<file path="config.mk">
export PLATFORM = sky130hd
export DESIGN_NAME = scrambler_gen3_par
export DESIGN_NICKNAME = d
export VERILOG_FILES = /design/src/rtl/scrambler_gen3_par.sv
export SDC_FILE = /design/constraint.sdc
export NUM_CORES = 1
export LEC_CHECK = 0
export ABC_AREA = 1
export CAP_MARGIN = 25
export CORE_MARGIN = 5
export CORE_UTILIZATION = 25
export DETAILED_ROUTE_END_ITERATION = 6
export PLACE_DENSITY_LB_ADDON = 0.3
export RECOVER_POWER = 50
export SYNTH_ARGS = -nofsm -noshare
export SYNTH_HDL_FRONTEND = slang
export SYNTH_SLANG_ARGS = --single-unit
</file>
<file path="constraint.sdc">
create_clock -name clk_1G -period 4.3 [get_ports clk_1G]
set_input_delay 0.86 -clock clk_1G [delete_from_list [all_inputs] [get_ports clk_1G]]
set_output_delay 0.86 -clock clk_1G [all_outputs]
set_load 0.02 [all_outputs]
</file>
<file path="src/rtl/scrambler_gen3_par.sv">
// scrambler_gen3_par: PCIe Gen3 per-lane parallel scrambler, BYTES bytes per beat, one-deep output register
module scrambler_gen3_par #(
   parameter int BYTES   = 4,
   parameter int LANE_ID = 0
) (
   input  logic               clk_1G,
   input  logic               rst_1G,
   input  logic               en_scram,
   input  logic               seed_load,
   input  logic               in_valid,
   output logic               in_ready,
   input  logic [8*BYTES-1:0] in_data,
   input  logic [BYTES-1:0]   in_noscr,
   input  logic [BYTES-1:0]   in_skip,
   output logic               out_valid,
   input  logic               out_ready,
   output logic [8*BYTES-1:0] out_data
);
   localparam logic [22:0] seed =
      LANE_ID == 1 ? 23'h0607BB :
      LANE_ID == 2 ? 23'h1EC760 :
      LANE_ID == 3 ? 23'h18C0DB :
      LANE_ID == 4 ? 23'h010F12 :
      LANE_ID == 5 ? 23'h19CFC9 :
      LANE_ID == 6 ? 23'h0277CE :
      LANE_ID == 7 ? 23'h1BB807 : 23'h1DBFBC;
   logic [22:0]        lr, lr_n;
   logic [8*BYTES-1:0] data_n;
   logic               accept;
   function automatic logic [22:0] lfsr_step(input logic [22:0] r);
      logic o;
      o = r[22];
      return {r[21], r[20] ^ o, r[19:16], r[15] ^ o, r[14:8], r[7] ^ o, r[6:5], r[4] ^ o, r[3:2], r[1] ^ o, r[0], o};
   endfunction
   assign in_ready = !out_valid || out_ready;
   assign accept   = in_valid && in_ready;
   // unroll the bit-serial scrambler across the whole beat; skipped bytes leave the LFSR untouched
   always_comb begin
      lr_n   = lr;
      data_n = in_data;
      for (int k = 0; k < BYTES; k++)
         for (int i = 0; i < 8; i++)
            if (!in_skip[k]) begin
               data_n[8*k+i] = data_n[8*k+i] ^ (en_scram & ~in_noscr[k] & lr_n[22]);
               lr_n          = lfsr_step(lr_n);
            end
   end
   // LFSR state and output register; the LFSR moves only on accepted beats or seed reloads
   always_ff @(posedge clk_1G) begin
      if (rst_1G) begin
         lr        <= seed;
         out_valid <= 1'b0;
         out_data  <= '0;
      end else if (accept) begin
         lr        <= seed_load ? seed : lr_n;
         out_valid <= 1'b1;
         out_data  <= data_n;
      end else begin
         lr        <= seed_load ? seed : lr;
         out_valid <= out_valid && !out_ready;
      end
   end
endmodule

</file>
==> flow_metrics.tcl <==
set metrics [dict create \
    std_cell_rows 54 \
    top_layer_used "met4" \
    stdcell_area_um2 8480 \
    async_flop_share_pct 0 \
    drive_above_1_share_pct 29.7 \
    viasPerCell 4.76 \
    fin_nets 1183 \
    ir_drop_mv 0.308 \
    synthCells 903 \
    hold_viol 0 \
    vias 6752 \
    cts_buffer_depth 2 \
    finalNonFillerCells 1418 \
    rsz0062_at_grt "true" \
    hpwl_um 16900 \
    worstSetupPathType "in2reg" \
    cp_common_cell "nand2_4" \
    cts_buffers 5 \
    final_core_util_pct 39.0 \
    grt_max_degree 63 \
    syn_avg_cell_area_um2 6.09 \
    detail-route-antenna-nets 0 \
    fillers 2337 \
    holdCritPathClass "reg2reg" \
    grt_pass1_wl_um 33300 \
    status "finished with violations" \
    ys_seq_area_share_pct 20.4 \
    synth-main-ff-cell "dfxtp_1" \
    synthTopCellsByCount "nand2_1 (260), inv_1 (87), nand3_1 (72), o21ai_0 (72), nor2_1 (62)" \
    tightestPinTransition_ps 674 \
    required_ps 4510 \
    synthTopCellsByArea "dfxtp_1 (20%), nand2_1 (18%), xor2_1 (6.9%)" \
    routed_wl_um 21700 \
    drc_errors 0 \
    grtUsageTotal_pct 16.8 \
    wl_met3_um 1100 \
    htreeDepth 2 \
    skew_ps 6.29 \
    p_comb_share_pct 82.6 \
    io_pins 80 \
    switchingPower_uw 3100 \
    synth.most_common_cell "nand2_1" \
    max_freq_mhz 231 \
    antenna_found_initial 0 \
    yosys.area.top_type "dfxtp_1" \
    grt.overflow.total 0 \
    detail_route.iter0.violations 483 \
    met2_length_um 9800 \
    synth_cell_types 43 \
    post-route-min-period_ps 4320 \
    cts.reportedPaths.clkPinSlew_ps 80 \
    power.density_nw_per_um2 737 \
    dpl_cell_area_um2 7690 \
    dp_cells 1382 \
    period_share_pct 100 \
    wl_met1_um 10200 \
    synth-edff-count 0 \
    ys_ff_latch 56 \
    numClockSinks 56 \
    seqPwrFrac_pct 10.3 \
    yosysWarningCount 0 \
    synthToLayoutAreaGrowth_pct 54.3 \
    cts_root_buffer "clkbuf_16" \
    wl_per_cell_um 15.3 \
    syn_area_um2 5500 \
    p_leak_uw 0.00414 \
    cp-end-kind "register" \
    port_buffers 79 \
    crit_path_top_delay_cell "or2_4" \
    swShare_pct 49.6 \
    start_kind "primary input" \
    slew_headroom_pct 55.0 \
    first_pass_iters 5 \
    diodes 0 \
    place_congestion 0.935 \
    worstPathMaxFanout 7 \
    ctsHoldBuffers 0 \
    cts_tree "built" \
    intPower_uw 3150 \
    dieWidth_um 158 \
    coreArea_um2 21800 \
    syn_nets 949 \
    setup_ws_ps -21.0 \
    grt_pass1_vias 6167 \
    drv_cap 0 \
    violations "setup timing" \
    pwr-share-clk_pct 7.2 \
    setup_viol 4 \
    slowest_delay_ps 260 \
    slew_violations 0 \
    dp_slack_ps -1040 \
    insertion_delay_ps 310 \
    die-area_um2 25100 \
    critPathArrivalTime_ps 4530 \
    total_power_uw 6250 \
    die_height_um 158 \
    start_util_pct 25.3 \
    yosys.area.top_type_share_pct 20.4 \
]
[cell type report]
class	count	area, um^2	area share (%)
Multi-Input combinational cell	712	4240	50.0
Timing Repair Buffer	263	2240	26.4
Sequential cell	56	1120	13.2
Inverter	99	382	4.50
Tap cell	280	350	4.13
Clock buffer	5	125	1.48
Clock inverter	3	27.5	0.325
[stage by stage]
stage          hold WS, ps  TNS (ps)
2_1_floorplan          467         0
3_3_place_gp           485    -22920
3_5_place_dp           485    -24950
4_1_cts                512         0
5_1_grt                532     -3920
6_report               498     -43.8
[layout by cell type, fill, tap and decap left out, types with 4 or more instances in the layout]
cell type / instances
o211ai_1: 23
o22ai_1: 4
dfxtp_1: 56
xor2_1: 40
inv_1: 79
o21ai_0: 66
inv_2: 13
nand2_2: 37
nand3b_1: 5
nand3_1: 49
nand2_1: 234
buf_4: 179
o21ai_1: 7
xnor2_1: 22
clkdlybuf4s50_1: 45
nand3_4: 11
nand4_1: 6
inv_4: 4
nand2_4: 30
a21oi_2: 4
dlygate4sd3_1: 33
a21oi_1: 37
nor2_1: 58
nand3_2: 27
buf_12: 5
clkbuf_16: 5
o221ai_1: 13
nor3_1: 5
[worst max-delay path: cells and delay by family]
family / cells / cell delay, ps
simple gates: 28 / 2850
buf+inv: 6 / 570
compound gates: 2 / 220
[routing by layer]
| layer | GRT usage [%] | vias up |
|---|---|---|
| met5 | 0 | - |
| met4 | 4.91 | 0 |
| met3 | 2.15 | 29 |
| met2 | 26.3 | 214 |
| met1 | 24.2 | 3084 |
| li1 | - | 3425 |
[cells by family after synthesis]
family	after synthesis	share of synthesized area (%)
flip-flops	56	20.4
AO/OA/AOI/OAI	170	18.2
buffers and inverters	135	9.81
AND/OR/NAND/NOR	475	40.8
XOR/XNOR	65	10.4
multiplexers	2	0.387
[repair_timing]
item                                    in CTS  in global routing
pin swaps                                    8                 64
setup buffers                                6                 22
cloned                                       0                  0
resized for setup                           30                 86
endpoints found under the setup margin      31                 27
[registers in the layout (all words and copies together) (netlist names)]
register   count
out_data      32
lr            23
out_valid      1
[path summary, 6_finish.rpt]
check	from	endpoint	slack, ps	depth (start not counted)
setup reg to reg	lr[20]	lr[5]	170	35
hold / removal	out_data[27]	out_data[27]	500	2
setup / recovery	in_skip[0]	lr[9]	-20	36
hold reg to reg	out_data[27]	out_data[27]	500	2
[power by group through the flow]
| stage | combinational (uW) | sequential (uW) | clock [uW] |
|---|---|---|---|
| 2_1_floorplan | 2430 | 665 | 0 |
| 3_3_place_gp | 4380 | 654 | 0 |
| 3_5_place_dp | 4380 | 652 | 0 |
| 4_1_cts | 4530 | 642 | 464 |
| 5_1_grt | 5560 | 650 | 487 |
| 6_report | 5160 | 641 | 448 |
Power figures use the tool's default switching activity.
